`config.mk`:
```
export PLATFORM = sky130hd
export DESIGN_NAME = zero_count_window
export DESIGN_NICKNAME = d
export VERILOG_FILES = /design/src/rtl/zero_count_window.sv
export SDC_FILE = /design/constraint.sdc
export NUM_CORES = 1
export LEC_CHECK = 0
export ABC_AREA = 1
export CAP_MARGIN = 20
export CORE_MARGIN = 2
export CORE_UTILIZATION = 53
export DETAILED_ROUTE_END_ITERATION = 8
export PLACE_DENSITY = 0.81
export RECOVER_POWER = 25
export SYNTH_ARGS = -nofsm -noshare
export SYNTH_HDL_FRONTEND = slang
export SYNTH_SLANG_ARGS = --single-unit
```
`constraint.sdc`:
```
create_clock -name clk -period 3.4 [get_ports clk]
set_input_delay 0.51 -clock clk [delete_from_list [all_inputs] [get_ports clk]]
set_output_delay 0.51 -clock clk [all_outputs]
set_load 0.005 [all_outputs]
```
`src/rtl/zero_count_window.sv`:
```
// Windowed statistics stage: accumulates sum/min/max of per-word zero counts
// over a programmable window and emits one record per window through a small
// output FIFO. The input side never stalls; records that find the FIFO full
// are dropped and recorded in a sticky overflow flag.
module zero_count_window #(
    parameter int W_MAX      = 256,
    parameter int FIFO_DEPTH = 2,
    parameter int SUM_W      = $clog2(W_MAX * 32 + 1)
) (
    input  logic                       clk,
    input  logic                       rst,
    input  logic                       in_valid,
    input  logic [5:0]                 in_y,
    input  logic [$clog2(W_MAX)-1:0]   cfg_len,
    input  logic                       flush,
    input  logic                       clr_ovf,
    output logic                       out_valid,
    input  logic                       out_ready,
    output logic [SUM_W-1:0]           out_sum,
    output logic [5:0]                 out_min,
    output logic [5:0]                 out_max,
    output logic [$clog2(W_MAX):0]     out_words,
    output logic                       out_partial,
    output logic                       ovf
);

    localparam int LEN_W = $clog2(W_MAX);
    localparam int CNT_W = LEN_W + 1;
    localparam int PTR_W = (FIFO_DEPTH > 1) ? $clog2(FIFO_DEPTH) : 1;
    localparam int FCW   = $clog2(FIFO_DEPTH + 1);

    typedef enum logic {
        IDLE,
        ACC
    } state_t;

    typedef struct packed {
        logic [SUM_W-1:0] sum;
        logic [5:0]       minV;
        logic [5:0]       maxV;
        logic [CNT_W-1:0] words;
        logic             partial;
    } rec_t;

    state_t             state_q, state_d;
    logic [LEN_W-1:0]   len_q, len_d;
    logic [CNT_W-1:0]   cnt_q, cnt_d;
    logic [SUM_W-1:0]   sum_q, sum_d;
    logic [5:0]         min_q, min_d;
    logic [5:0]         max_q, max_d;

    rec_t               mem_q [FIFO_DEPTH];
    logic [PTR_W-1:0]   wrPtr_q, rdPtr_q;
    logic [FCW-1:0]     count_q;
    logic               ovf_q;

    logic [5:0]         yClamped;
    logic               closeWin;
    logic               reachedEnd;
    rec_t               closeRec;
    logic               fifoPop;
    logic               fifoPush;
    logic               fifoDrop;

    assign yClamped = (in_y > 6'd32) ? 6'd32 : in_y;

    // Window FSM: open on the first sample, accumulate, close on length or flush.
    always_comb begin
        state_d    = state_q;
        len_d      = len_q;
        cnt_d      = cnt_q;
        sum_d      = sum_q;
        min_d      = min_q;
        max_d      = max_q;
        closeWin   = 1'b0;
        reachedEnd = 1'b0;
        closeRec   = '0;
        case (state_q)
            IDLE: begin
                if (in_valid) begin
                    len_d = cfg_len;
                    cnt_d = CNT_W'(1);
                    sum_d = SUM_W'(yClamped);
                    min_d = yClamped;
                    max_d = yClamped;
                    if ((cfg_len == '0) || flush) begin
                        closeWin         = 1'b1;
                        closeRec.partial = (cfg_len != '0);
                    end else begin
                        state_d = ACC;
                    end
                end
            end
            ACC: begin
                if (in_valid) begin
                    cnt_d = cnt_q + CNT_W'(1);
                    sum_d = sum_q + SUM_W'(yClamped);
                    if (yClamped < min_q) min_d = yClamped;
                    if (yClamped > max_q) max_d = yClamped;
                end
                reachedEnd = (cnt_d == ({1'b0, len_q} + CNT_W'(1)));
                if (reachedEnd || flush) begin
                    closeWin         = 1'b1;
                    closeRec.partial = !reachedEnd;
                    state_d          = IDLE;
                end
            end
            default: state_d = IDLE;
        endcase
        if (closeWin) begin
            closeRec.sum   = sum_d;
            closeRec.minV  = min_d;
            closeRec.maxV  = max_d;
            closeRec.words = cnt_d;
        end
    end

    // Window accumulator and FSM state registers.
    always_ff @(posedge clk) begin
        if (rst) begin
            state_q <= IDLE;
            len_q   <= '0;
            cnt_q   <= '0;
            sum_q   <= '0;
            min_q   <= '0;
            max_q   <= '0;
        end else begin
            state_q <= state_d;
            len_q   <= len_d;
            cnt_q   <= cnt_d;
            sum_q   <= sum_d;
            min_q   <= min_d;
            max_q   <= max_d;
        end
    end

    // A full FIFO still accepts a push when the head is popped in the same cycle.
    always_comb begin
        fifoPop  = out_valid && out_ready;
        fifoPush = closeWin && ((count_q < FCW'(FIFO_DEPTH)) || fifoPop);
        fifoDrop = closeWin && !fifoPush;
    end

    // Record FIFO storage, pointers and occupancy; storage is cleared on reset so outputs read zero.
    always_ff @(posedge clk) begin
        if (rst) begin
            for (int i = 0; i < FIFO_DEPTH; i++) begin
                mem_q[i] <= '0;
            end
            wrPtr_q <= '0;
            rdPtr_q <= '0;
            count_q <= '0;
        end else begin
            if (fifoPush) begin
                mem_q[wrPtr_q] <= closeRec;
                wrPtr_q <= (wrPtr_q == PTR_W'(FIFO_DEPTH - 1)) ? '0 : wrPtr_q + PTR_W'(1);
            end
            if (fifoPop) begin
                rdPtr_q <= (rdPtr_q == PTR_W'(FIFO_DEPTH - 1)) ? '0 : rdPtr_q + PTR_W'(1);
            end
            if (fifoPush && !fifoPop) begin
                count_q <= count_q + FCW'(1);
            end else if (fifoPop && !fifoPush) begin
                count_q <= count_q - FCW'(1);
            end
        end
    end

    // Sticky overflow flag; a new drop wins over a same-cycle clear.
    always_ff @(posedge clk) begin
        if (rst) begin
            ovf_q <= 1'b0;
        end else if (fifoDrop) begin
            ovf_q <= 1'b1;
        end else if (clr_ovf) begin
            ovf_q <= 1'b0;
        end
    end

    assign out_valid   = (count_q != '0);
    assign out_sum     = mem_q[rdPtr_q].sum;
    assign out_min     = mem_q[rdPtr_q].minV;
    assign out_max     = mem_q[rdPtr_q].maxV;
    assign out_words   = mem_q[rdPtr_q].words;
    assign out_partial = mem_q[rdPtr_q].partial;
    assign ovf         = ovf_q;

endmodule

```
==> run summary <==
Run status - finished clean
I/O pin count - 58
Share of layout cells above drive strength 1 - 0.174
Clock sinks - 122
Reg clk slew, reported paths - 0.05 ns
RR Endpoint - count_q[1]
Commonest non-fill, non-tap cells in the layout - 140 x nand2_1, 104 x inv_1, 90 x nor2_1
Final net count - 875
Routed Antenna Nets - 0
DRC viols - 0
Worst Hold Endpoint - ovf
Seq/Total Area, Yosys - 0.482
Register area - 3160 um2
Initial antenna violation count - 0
# Max-Cap Violations - 0
Dominant synthesized flop cell - edfxtp_1
Die span in x - 115 um
Crit Path Max Fanout - 9
Chip height - 115 um
Post-route cell area - 8060 um2
Clock Latency Late Sink - 0.41 ns
WHS Path Cells - 2
Peak supply drop - 0.000289 V
Area Overhead vs Synth - 22.8%
Largest area contributor in the netlist - edfxtp_1
GRT Total Usage - 0.238
Net Count, Synth - 801
Synth area leaders - edfxtp_1 33%, dfxtp_1 15%, nand2_1 8.1%, mux2_2 6.2%, inv_1 5.8%
Final Skew - 0.00638 ns
CTS root buf - clkbuf_16
Multi-input logic area - 2850 um2
R2r worst-path depth - 16
GPL Wtd Cong - 0.920
RSZ-0062 raised after global routing - false
Fmax achieved - 327 MHz
Crit path capture type - register
First-pass GRT wire length - 24600 um
1st-pass router iterations - 5
Synth warn - 0
# diodes - 0
Ys async rst share - 0
CTS tree - built
Post-synth top area share - 0.330
CTS HTree Levels - 4
Worst slew pin tran - 0.982 ns
Post-CTS sizing - 0
# setup viols final - 0
Post-CTS Hold Buffers - 0
Distinct cells, synth - 41
Die ar. - 13300 um2
Starting DRT DRC Count - 398
Fin crit share - 0.900
Placement Cell Area - 7420 um2
Vias - 5309
Worst hold start - ovf
Max_slew headroom - 0.345
Mapped Area - 6560 um2
HPWL after DPL - 9750 um
Post-synth EDFFs - 72
Syn Area/Cell - 8.64 um2
Setup crit start kind - primary input
Setup CP Type - primary input to register
FF+latch count, synth - 122
Worst path arrival time - 3.36 ns
PortBufs - 57
Drt wl/cell - 14.4 um
Post-CTS setup buffers - 0
Final slew viol count - 0
Routed vias/inst - 5.24
Static Leakage - 3.39 nW
Most common cell after layout, fill and taps aside - nand2_1
Register-to-register path setup slack - 0.69 ns
Final Hold Vio Count - 0
Gr ovfl total - 0
Setup TNS - 0 ns
Largest net degree at the start of global routing - 50
Initial Util - 0.544
Worst r2r src - len_q[0]
WHS - 0.467 ns
Core Area - 12100 um2
FP Rows - 40
WL final - 14600 um
Power per cell area - 567 nW/um2
Minimum clock period - 3.06 ns
CTS buffer count - 17
Layout fillers - 916
Via count of the first global-routing pass - 5367
Synth Instances - 759
CTS Buffer Depth - 2
Worst Hold Class - register to register
CP required - 3.70 ns
-- metrics by stage --
| stage | util | total power [mW] | cells | setup slack, ns |
|---|---|---|---|---|
| after floorplan | - | 2.27 | 759 | 0.205 |
| after global placement | 0.615 | 2.63 | 982 | 0.168 |
| after detailed placement | 0.615 | 2.65 | 982 | 0.127 |
| after CTS | 0.669 | 4.62 | 1014 | 0.544 |
| after global routing | 0.668 | 4.76 | 1014 | 0.0797 |
| final | 0.668 | 4.57 | 1014 | 0.339 |
-- kinds of logic (layout without fill, tap and decap cells) --
family | count (synthesis) | count (layout) | synth area share
XOR/XNOR | 3 | 3 | 0.00401
multiplexers | 36 | 36 | 0.0618
flip-flops | 122 | 122 | 0.482
AO/OA/AOI/OAI | 86 | 86 | 0.0717
adder cells (fa/ha/maj) | 22 | 22 | 0.0431
AND/OR/NAND/NOR | 357 | 357 | 0.253
buffers and inverters | 133 | 220 | 0.0845
-- registers in the layout (all words and copies together), names as in the netlist, named ones only --
| register | count |
|---|---|
| cnt_q | 9 |
| count_q | 2 |
| len_q | 8 |
| max_q | 6 |
| mem_q | 72 |
| min_q | 6 |
| ovf | 1 |
| rdPtr_q | 1 |
| state_q | 1 |
| sum_q | 14 |
| wrPtr_q | 1 |
-- worst max-delay path by stage --
stage / startpoint / to
global placement: in_y[2] / mem_q[0][34]
CTS: in_y[3] / mem_q[0][33]
finish: in_valid / count_q[1]
global route: in_valid / count_q[1]
floorplan: in_valid / mem_q[1][0]
detailed placement: in_y[2] / mem_q[0][34]
-- metal layers --
layer,routed length [um],up-vias,track usage
met1,6270,2443,0.290
met5,0,-,0
met2,7100,166,0.404
met4,398,0,0.108
li1,-,2659,-
met3,809,41,0.0538
-- where the power goes --
part / total (mW) / switching (mW) / internal, mW
combinational: 0.860 / 0.452 / 0.408
sequential: 1.73 / 0.0443 / 1.69
clock: 1.98 / 0.641 / 1.33
-- worst max-delay path, stage by stage --
cell and delay [ns]:
dlygate4sd3_1 0.60, clkbuf_1 0.37, nand2_2 0.13, nor2_4 0.14, nand2_2 0.09, nand2_1 0.08
nand2_2 0.08, inv_2 0.05, nand2_1 0.04, nand2_1 0.05, nand2_1 0.05, nor2_1 0.09
nand2_1 0.08, nand3_2 0.12, nand3_2 0.09, inv_2 0.10, ha_1 0.26, a21oi_1 0.11
o21ai_0 0.11, o21ai_0 0.16, a21oi_1 0.06
-- cell type report --
class	instances	share of cell area
well taps	168	0.0261
inverters	106	0.0494
clock inverters	12	0.0241
clock buffers	20	0.0567
multi-input cells	504	0.353
flip-flops and latches	122	0.393
repair buffers	82	0.0979
-- cell usage after synthesis, types with 7 or more instances --
| library cell | n |
|---|---|
| nor3_2 | 11 |
| nand3_1 | 42 |
| nand2_1 | 142 |
| nand4_1 | 9 |
| inv_1 | 102 |
| nor2_2 | 30 |
| o21ai_0 | 31 |
| nor3_1 | 14 |
| nor2_1 | 89 |
| a21oi_1 | 38 |
| dfxtp_1 | 50 |
| buf_6 | 7 |
| mux2_2 | 36 |
| ha_1 | 21 |
| edfxtp_1 | 72 |
| clkbuf_1 | 16 |
Note: power is estimated with default switching activity, not from simulation.
